--- config.mk ---
export PLATFORM = sky130hd
export DESIGN_NAME = ebus_arb
export DESIGN_NICKNAME = d
export VERILOG_FILES = /design/src/rtl/ebus_arb.sv
export SDC_FILE = /design/constraint.sdc
export NUM_CORES = 1
export LEC_CHECK = 0
export ABC_CLOCK_PERIOD_IN_PS = 1800
export CAP_MARGIN = 25
export CORE_MARGIN = 8
export CORE_UTILIZATION = 43
export CTS_CLUSTER_SIZE = 28
export DETAILED_ROUTE_END_ITERATION = 8
export DONT_BUFFER_PORTS = 1
export PLACE_DENSITY = 0.61
export SLEW_MARGIN = 20
export SYNTH_ARGS = -nofsm -noshare
export SYNTH_HDL_FRONTEND = slang
export SYNTH_SLANG_ARGS = --single-unit
--- constraint.sdc ---
create_clock -name masterClk -period 1.8 [get_ports masterClk]
set_input_delay 0.36 -clock masterClk [delete_from_list [all_inputs] [get_ports masterClk]]
set_output_delay 0.36 -clock masterClk [all_outputs]
set_load 0.05 [all_outputs]
--- src/rtl/ebus_arb.sv ---
// EBUS master arbiter: round-robin grant, one-cycle settle, demand with
// timeout, hold until the winner releases. Every output is a flop.
module ebus_arb #(
    parameter int unsigned NREQ = 4,
    parameter int unsigned TMO  = 255
) (
    input  logic            masterClk,
    input  logic            CROBAR_N,
    input  logic [NREQ-1:0] req,
    input  logic [NREQ-1:0] done,
    input  logic            xfer,
    output logic [NREQ-1:0] grant,
    output logic            demand,
    output logic            xferOk,
    output logic            timeout,
    output logic            busy
);

    localparam int unsigned PtrW = (NREQ > 1) ? $clog2(NREQ) : 1;
    localparam int unsigned CntW = $clog2(TMO + 1);
    localparam logic [CntW-1:0] CntLast = CntW'(TMO - 1);
    localparam logic [PtrW-1:0] PtrInit = PtrW'(NREQ - 1);

    typedef enum logic [2:0] {
        StIdle,
        StSetup,
        StDemand,
        StHold,
        StRecover
    } state_e;

    state_e          state_q, state_d;
    logic [PtrW-1:0] ptr_q, ptr_d;
    logic [CntW-1:0] cnt_q, cnt_d;
    logic [NREQ-1:0] grant_q, grant_d;
    logic            demand_q, demand_d;
    logic            xferok_q, xferok_d;
    logic            timeout_q, timeout_d;
    logic            busy_q, busy_d;

    logic            any_req;
    logic [PtrW-1:0] win_idx;
    logic [PtrW-1:0] cand;
    logic [NREQ-1:0] win_oh;
    logic            granted_done;

    // ptr_q holds the current winner while a transaction is open.
    assign granted_done = done[ptr_q];

    // Round-robin search starting just after the previous winner.
    always_comb begin
        any_req = 1'b0;
        win_idx = ptr_q;
        cand    = ptr_q;
        for (int k = 1; k <= int'(NREQ); k++) begin
            cand = PtrW'((int'(ptr_q) + k) % int'(NREQ));
            if (!any_req && req[cand]) begin
                any_req = 1'b1;
                win_idx = cand;
            end
        end
    end

    always_comb begin
        win_oh          = '0;
        win_oh[win_idx] = 1'b1;
    end

    // State register and registered outputs.
    always_ff @(posedge masterClk or negedge CROBAR_N) begin
        if (!CROBAR_N) begin
            state_q   <= StIdle;
            ptr_q     <= PtrInit;
            cnt_q     <= '0;
            grant_q   <= '0;
            demand_q  <= 1'b0;
            xferok_q  <= 1'b0;
            timeout_q <= 1'b0;
            busy_q    <= 1'b0;
        end else begin
            state_q   <= state_d;
            ptr_q     <= ptr_d;
            cnt_q     <= cnt_d;
            grant_q   <= grant_d;
            demand_q  <= demand_d;
            xferok_q  <= xferok_d;
            timeout_q <= timeout_d;
            busy_q    <= busy_d;
        end
    end

    // Next-state logic; a release by the winner outranks xfer and timeout.
    always_comb begin
        state_d = state_q;
        unique case (state_q)
            StIdle: begin
                if (any_req) state_d = StSetup;
            end
            StSetup: begin
                state_d = granted_done ? StIdle : StDemand;
            end
            StDemand: begin
                if (granted_done)          state_d = StIdle;
                else if (xfer)             state_d = StHold;
                else if (cnt_q == CntLast) state_d = StRecover;
            end
            StHold: begin
                if (granted_done && !xfer) state_d = StIdle;
            end
            StRecover: begin
                state_d = StIdle;
            end
            default: begin
                state_d = StIdle;
            end
        endcase
    end

    // Output next values, derived from the transition being taken.
    always_comb begin
        ptr_d     = ptr_q;
        grant_d   = grant_q;
        cnt_d     = '0;
        demand_d  = (state_d == StDemand);
        busy_d    = (state_d != StIdle);
        xferok_d  = (state_q == StDemand) && (state_d == StHold);
        timeout_d = (state_q == StDemand) && (state_d == StRecover);

        if (state_q == StIdle && any_req) begin
            ptr_d   = win_idx;
            grant_d = win_oh;
        end
        if (state_d == StIdle || state_d == StRecover) begin
            grant_d = '0;
        end
        if (state_q == StDemand && state_d == StDemand) begin
            cnt_d = cnt_q + CntW'(1);
        end
    end

    assign grant   = grant_q;
    assign demand  = demand_q;
    assign xferOk  = xferok_q;
    assign timeout = timeout_q;
    assign busy    = busy_q;

    a_grant_onehot0: assert property (@(posedge masterClk) disable iff (!CROBAR_N)
        $onehot0(grant));
    a_demand_granted: assert property (@(posedge masterClk) disable iff (!CROBAR_N)
        demand |-> (grant != '0));
    a_pulse_exclusive: assert property (@(posedge masterClk) disable iff (!CROBAR_N)
        !(xferOk && timeout));

endmodule

# After elaboration in Yosys (flattened, before gate mapping)
# Cells that the tools add are included.
# Widths: inputs -> output; s select.
[word_totals]
input_bits = 11
register_bits = 21
output_inout_bits = 8
word_cells = 75
[classes]
add_sub_neg = 5
eq_ne = 7
reduce_logical = 18
muxes = 30
n_lt_le_gt_ge = 7
[ops]
columns = ["operator", "n"]
rows = [
  ["$lt 2x3->1 const B", 6],
  ["$mux 3", 5],
  ["$eq 3x2->1 const B", 4],
  ["$pmux 3 s4", 1],
  ["$bmux 1 s2", 5],
  ["$mux 1", 10],
  ["$mux 2", 5],
  ["$logic_and 1x1->1", 9],
  ["$add 8x1->8 const B", 1],
  ["$eq 8x8->1 const B", 1],
  ["$mux 4", 2],
  ["$mux 8", 1],
  ["$logic_not 3->1", 2],
  ["$add 2x1->2 const B", 2],
  ["$add 2x2->2 const B", 2],
  ["$logic_not 1->1", 4],
  ["$eq 3x1->1 const B", 1],
  ["$eq 3x3->1 const B", 1],
  ["$reduce_bool 3->1", 1],
  ["$demux 1 s2", 1],
  ["$ge 2x1->1 const B", 1],
  ["$reduce_bool 2->1", 1],
  ["$logic_or 1x1->1", 1],
]

# Logic depth before layout (Yosys ltp)
[depth]
word_depth = 19
ltp_mapped = 6
ltp_nobuf = 6

# Worst setup path before layout
# Ideal clock, no wire load.
[synth_path]
path_kind = "register to register"
start = "register ptr_q[0]"
end = "register grant_q[0] (netlist: grant[0])"
setup_ns = 0.086
t_arrival_ns = 1.583
path_buffers = 0
period_less_slack_ns = 1.668
t_required_ns = 1.714
slack_ns = 0.132
path_stages_with_launch = 4
path_cell_list = "dfstp_2 > mux4_2 > or3b_1 > o221ai_2"
[synth_between]
elab_chain_len = 19
word_cells_on_any_way = 46
classes_between = "add/sub (4); order compare (2); eq/ne (1); mux (27); reduce/logical (12)"
[synth_rtl]
columns = ["item", "line_no", "rtl"]
rows = [
  ["start: declaration", "33", "logic [PtrW-1:0] ptr_q, ptr_d;"],
  ["start signal: assignment", "73", "ptr_q <= PtrInit;"],
  ["start signal: assignment", "82", "ptr_q <= ptr_d;"],
  ["$add 2x1->2", "56", "cand = PtrW'((int'(ptr_q) + k) % int'(NREQ));"],
  ["$bmux 1 s2", "57", "if (!any_req && req[cand]) begin"],
  ["$mux 1 (not written as such)", "57", ""],
  ["$mux 1", "57", ""],
  ["$logic_not 1->1", "57", ""],
  ["$logic_and 1x1->1", "57", ""],
  ["$mux 1", "57", ""],
  ["$logic_not 1->1", "57", ""],
  ["(+3 left out)", "n/a", ""],
  ["$logic_and 1x1->1", "57", ""],
  ["$mux 2", "57", ""],
  ["$lt 2x3->1 (not written as such) or $ge 2x1->1 (tied branches)", "66", "win_oh[win_idx] = 1'b1;"],
  ["$logic_and 1x1->1 (not written as such)", "66", ""],
  ["$mux 1 (not written as such)", "66", ""],
  ["$demux 1 s2", "66", ""],
  ["$mux 4", "129", "if (state_q == StIdle && any_req) begin"],
  ["$mux 4", "133", "if (state_d == StIdle || state_d == StRecover) begin"],
  ["end signal: assignment", "84", "grant_q <= grant_d;"],
  ["end: declaration", "35", "logic [NREQ-1:0] grant_q, grant_d;"],
]
# Parallel ways exist; a longest one is shown, timed or not. The select of a mux whose other input is x is not followed.
# A chain may end at the register's enable or synchronous reset.

# Worst setup path in the final report
[layout_path]
start = "register ptr_q[0]"
end = "register cnt_q[6]"
[layout_between]
elab_chain_len = 18
word_cells_on_any_way = 33
classes_between = "add/sub (4); eq/ne (1); mux (20); reduce/logical (8)"
[layout_rtl]
columns = ["item", "line_no", "rtl"]
rows = [
  ["$add 2x1->2", "56", ""],
  ["$bmux 1 s2", "57", ""],
  ["$mux 1 (not written as such)", "57", ""],
  ["$mux 1", "57", ""],
  ["$logic_not 1->1", "57", ""],
  ["$logic_and 1x1->1", "57", ""],
  ["$mux 1", "57", ""],
  ["$logic_not 1->1", "57", ""],
  ["(+3 left out)", "n/a", ""],
  ["$logic_and 1x1->1", "57", ""],
  ["$mux 1", "57", ""],
  ["$mux 3", "97", "if (any_req) state_d = StSetup;"],
  ["$pmux 3 s4 *", "95", "unique case (state_q)"],
  ["$eq 3x2->1 *", "136", "if (state_q == StDemand && state_d == StDemand) begin"],
  ["$logic_and 1x1->1 *", "136", ""],
  ["$mux 8 *", "136", ""],
  ["via cnt_d[6]", "34", "logic [CntW-1:0] cnt_q, cnt_d;"],
  ["end signal: assignment", "83", "cnt_q <= cnt_d;"],
  ["end: declaration", "34", ""],
]
# Mark *: on every way through the listed nets, which the timed path passes. The rest lies on a longest branch. The select of a mux whose other input is x is not followed.

==> results.md <==
- The flow ran to the end, but the final reports show violations.
- The final reports fail on negative hold slack.
- The first global-routing pass estimated ~4200 um of wire.
- The area growth from synthesis to layout is 13.5%.
- The length of the first detailed-routing pass in iterations is 4.
- The total half-perimeter wirelength after legalization and detailed placement is ~1900 um.
- The overall power consumption is a little over 2 mW.
- The kind of end point of the critical path is a flop.
- The kind of cell adding the most delay to the critical path is flip-flops.
- The remaining routing DRC violations is 0.
- The worst reg2reg path depth is 5.
- Summed over all failing endpoints, the final setup total negative slack is 0 ns.
- Of the cells placed in the final design, the portion with a size suffix greater than 1 is roughly a quarter.
- The detailed-route wire length is around 2400 um.
- The global routing usage on met2 is 17.7%.
- The height of the die is 67.9 um.
- In this run the horizontal extent of the chip is roughly 68 um.
- The capture instance of the worst register-to-register path is cnt_q[6].
- The total clock buffers created by CTS is 3.
- The clock drives 21 sinks.
- The type of origin of the critical path is a flop.
- The total number of H-tree levels is 1.
- At the end of the flow, the number of nets in the layout was between 100 and 150.
- The worst pin sits at a relative slew slack of ~62%.
- Global routing consumed, on the met3 layer, around 3.8% of the routing resources.
- Data arrives at the worst endpoint at 1.98 ns.
- The time the final worst path needs with I/O delays and setup is about 1.8 ns.
- The count of endpoints failing setup in the final report is 0.
- The largest net degree at the start of global routing is 22.
- VDD sags by at most 1.05 mV.
- The max-slew violation count is 0.
- The count of placed standard cells including taps is 149.
- Traced cell by cell, the critical path runs through mux4_2, buf_12, nor2_8, nand4_4, nor2_1.
- Counting buffers and inverters, the worst setup path is 5 cells deep.
- On the final layout, the worst hold slack is -0.00260 ns.
- The root buffer cell is sky130_fd_sc_hd__clkbuf_4.
- After synthesis the netlist holds a flip-flop and latch count of 21.
- The DRC marker count from the first detailed-route iteration is 44.
- The share of the Yosys chip area taken by registers is between 40% and 50%.
- Using the TritonRoute via totals, the vias-per-cell ratio works out to between 5 and 6.
- Max-cap violations in this run came to 0.
- The number of cells in the finished layout apart from fillers is about 160.
- The launch point of the worst path is ptr_q[0].
- The die covers 4620 sq um.
- The clock reaches the later pin of the worst-skew pair after 0.30 ns.
- In this run the worst path has a maximum fanout of 8.
- The number of global-route vias before repair is ~900.
- On the worst path, the slowest cell contributes a delay of 0.56 ns.
- The clock arrives with roughly 0.0046 ns of skew.
- Setup repair after global routing could not meet its margin everywhere.
- The number of nets in the synthesized netlist is between 100 and 150.
- The core region is between 2000 and 3000 sq um.
- The worst setup path is of the reg2reg kind.
- 19 I/O pins were placed.
- For the pin with the worst max-slew slack, the measured transition is between 0.5 and 0.6 ns.
- The leakage power is between 0.5 and 0.6 nW.
- The prevailing post-synth register cell is sky130_fd_sc_hd__dfrtp_1.
- The count of final hold-check violations came to 7.
- The tightest min-delay check is of the in2async type.
- The worst path buffer plus inverter count is 1.
- The count of distinct cell types in the synthesized netlist is 44.
- The global-route congestion overflow total is 0.
- After synthesis the cells add up to about 1200 sq um.
- The fmax is between 500 and 600 MHz.
- Synthesis handed over a netlist of roughly 110 instances.
- For this run, global-route usage on met1 was measured as approximately 15%.
- The average instance in the mapped netlist occupies between 10 and 15 sq um.
- The clock passes through at most 2 buffers.
- The count of warnings emitted by yosys is 0.
- For this configuration, the core starts out at a cell density of between 40% and 50%.
- The post-synthesis async set-or-reset flop share is 100%.
- The detail-routed net length per standard cell is between 15 and 20 um.
- In this run, synthesis inferred 0 flip-flops with an integrated enable.
- TritonCTS built the clock tree.
- In this run the core area contains 19 standard-cell rows.
- The overall routing resource usage is roughly an eighth.
- In this run the critical register-to-register path is launched from ptr_q[0].
- For this design the ratio of total power to cell area is ~1500 nW/um^2.
- The slowest stage cell on the critical path is sky130_fd_sc_hd__dfstp_2.
- The final core utilization is between 40% and 50%.
- Dividing the final minimum period by the clock period gives 97.5%.
- The worst setup path endpoint is cnt_q[6].
- The initial antenna violation count was 0.
- Input and output buffers added on the ports amount to 0.
- 0 antenna diodes ended up in the layout.
- At the worst endpoint, the required time is 2.03 ns.
- The last weighted congestion value of the routability-driven placer is ~0.83.
- The via count of the routed design is ~900.
- The number of nets with antenna violations after detailed routing is 0.
- Setup slack on the worst reg-to-reg path comes out at around 0.046 ns.
- Clock-pin slew was measured on the worst setup and hold paths at between 0.1 and 0.15 ns.
- The routing layer with the top usage in global route is met2.
-- metrics by stage --
stage | hold slack, ns | setup slack, ns | instance area [sq um]
after detailed placement | 0.0651 | 0.0561 | 1250
final | -0.00260 | 0.0459 | 1320
after global routing | 0.0272 | -0.0261 | 1320
after global placement | 0.0650 | 0.101 | 1250
after floorplan | 0.0644 | 0.132 | 1160
after CTS | 0.216 | 0.0405 | 1290
-- synth_stat cells, types with 2 or more instances --
cell                       number  area [sq um]
sky130_fd_sc_hd__dfstp_2        2          52.6
sky130_fd_sc_hd__xor2_1         3          26.3
sky130_fd_sc_hd__nor2_1        14          52.6
sky130_fd_sc_hd__nor3_1         2          10.0
sky130_fd_sc_hd__nor4_1         4          25.0
sky130_fd_sc_hd__o31ai_1        2          15.0
sky130_fd_sc_hd__xnor2_1        3          26.3
sky130_fd_sc_hd__nor2b_1        2          12.5
sky130_fd_sc_hd__dfrtp_1       19           475
sky130_fd_sc_hd__or2b_1         2          15.0
sky130_fd_sc_hd__o211ai_1       3          22.5
sky130_fd_sc_hd__nor3b_1        3          22.5
sky130_fd_sc_hd__nand3_1        9          45.0
sky130_fd_sc_hd__o21ai_0        4          20.0
sky130_fd_sc_hd__inv_1          3          11.3
sky130_fd_sc_hd__nand2_1        9          33.8
sky130_fd_sc_hd__ha_1           2          25.0
-- layout make-up --
| class | count | area [sq um] |
|---|---|---|
| flip-flops and latches | 21 | 528 |
| multi-input cells | 85 | 619 |
| repair buffers | 11 | 92.6 |
| well taps | 31 | 38.8 |
| inverters | 3 | 11.3 |
| fillers | 247 | 1350 |
| clock buffers | 4 | 26.3 |
-- routing by layer --
| layer | wire length [um] | up-vias |
|---|---|---|
| met5 | 0 | - |
| met4 | 21 | 0 |
| met3 | 173 | 2 |
| met2 | 1100 | 23 |
| met1 | 1130 | 438 |
| li1 | - | 439 |
-- power breakdown --
group / switching [mW] / leakage (nW) / internal [mW] / total, mW
registers: 0.275 / 0.277 / 0.596 / 0.871
logic: 0.490 / 0.243 / 0.434 / 0.925
clock network: 0.136 / 0.0150 / 0.0862 / 0.223
total: 0.902 / 0.535 / 1.12 / 2.02
-- kinds of logic after synthesis --
family	Yosys count	synth area share [%]
XOR/XNOR	6	4.53
flip-flops	21	45.5
buffers and inverters	7	3.13
multiplexers	3	3.78
AO/OA/AOI/OAI	21	14.9
AND/OR/NAND/NOR	53	26.0
adder cells (fa/ha/maj)	2	2.16
-- what timing repair did --
action	4_1_cts	5_1_grt
hold endpoints to repair	21	0
setup buffers	0	1
setup endpoints to repair	0	11
hold buffers	1	0
resized for setup	0	9
-- worst min-delay path by stage --
stage             start         end  slack [ns]  cells after the start
6_report       CROBAR_N  state_q[1]      -0.003                      1
5_1_grt        CROBAR_N      xferOk        0.03                      1
4_1_cts            xfer      xferOk        0.22                      1
3_5_place_dp   CROBAR_N    grant[3]        0.07                      0
3_3_place_gp   CROBAR_N    grant[1]        0.07                      0
2_1_floorplan  CROBAR_N        busy        0.06                      0
-- state kept, by name, indices dropped and copies added, names as in the netlist --
signal,count
demand,1
timeout,1
ptr_q,2
state_q,3
grant,4
xferOk,1
cnt_q,8
busy,1
-- cells in the final DEF, fill, tap and decap left out, drive strengths merged, types with 3 or more instances in the layout --
master | Yosys | layout
dfrtp | 19 | 19
nor2 | 15 | 15
buf | 2 | 11
nand2 | 9 | 9
nand3 | 9 | 9
o21ai | 5 | 5
nor4 | 4 | 4
clkbuf | 2 | 4
inv | 3 | 3
xor2 | 3 | 3
xnor2 | 3 | 3
o211ai | 3 | 3
o31ai | 3 | 3
nor3b | 3 | 3
(Power assumes the default switching activity.)
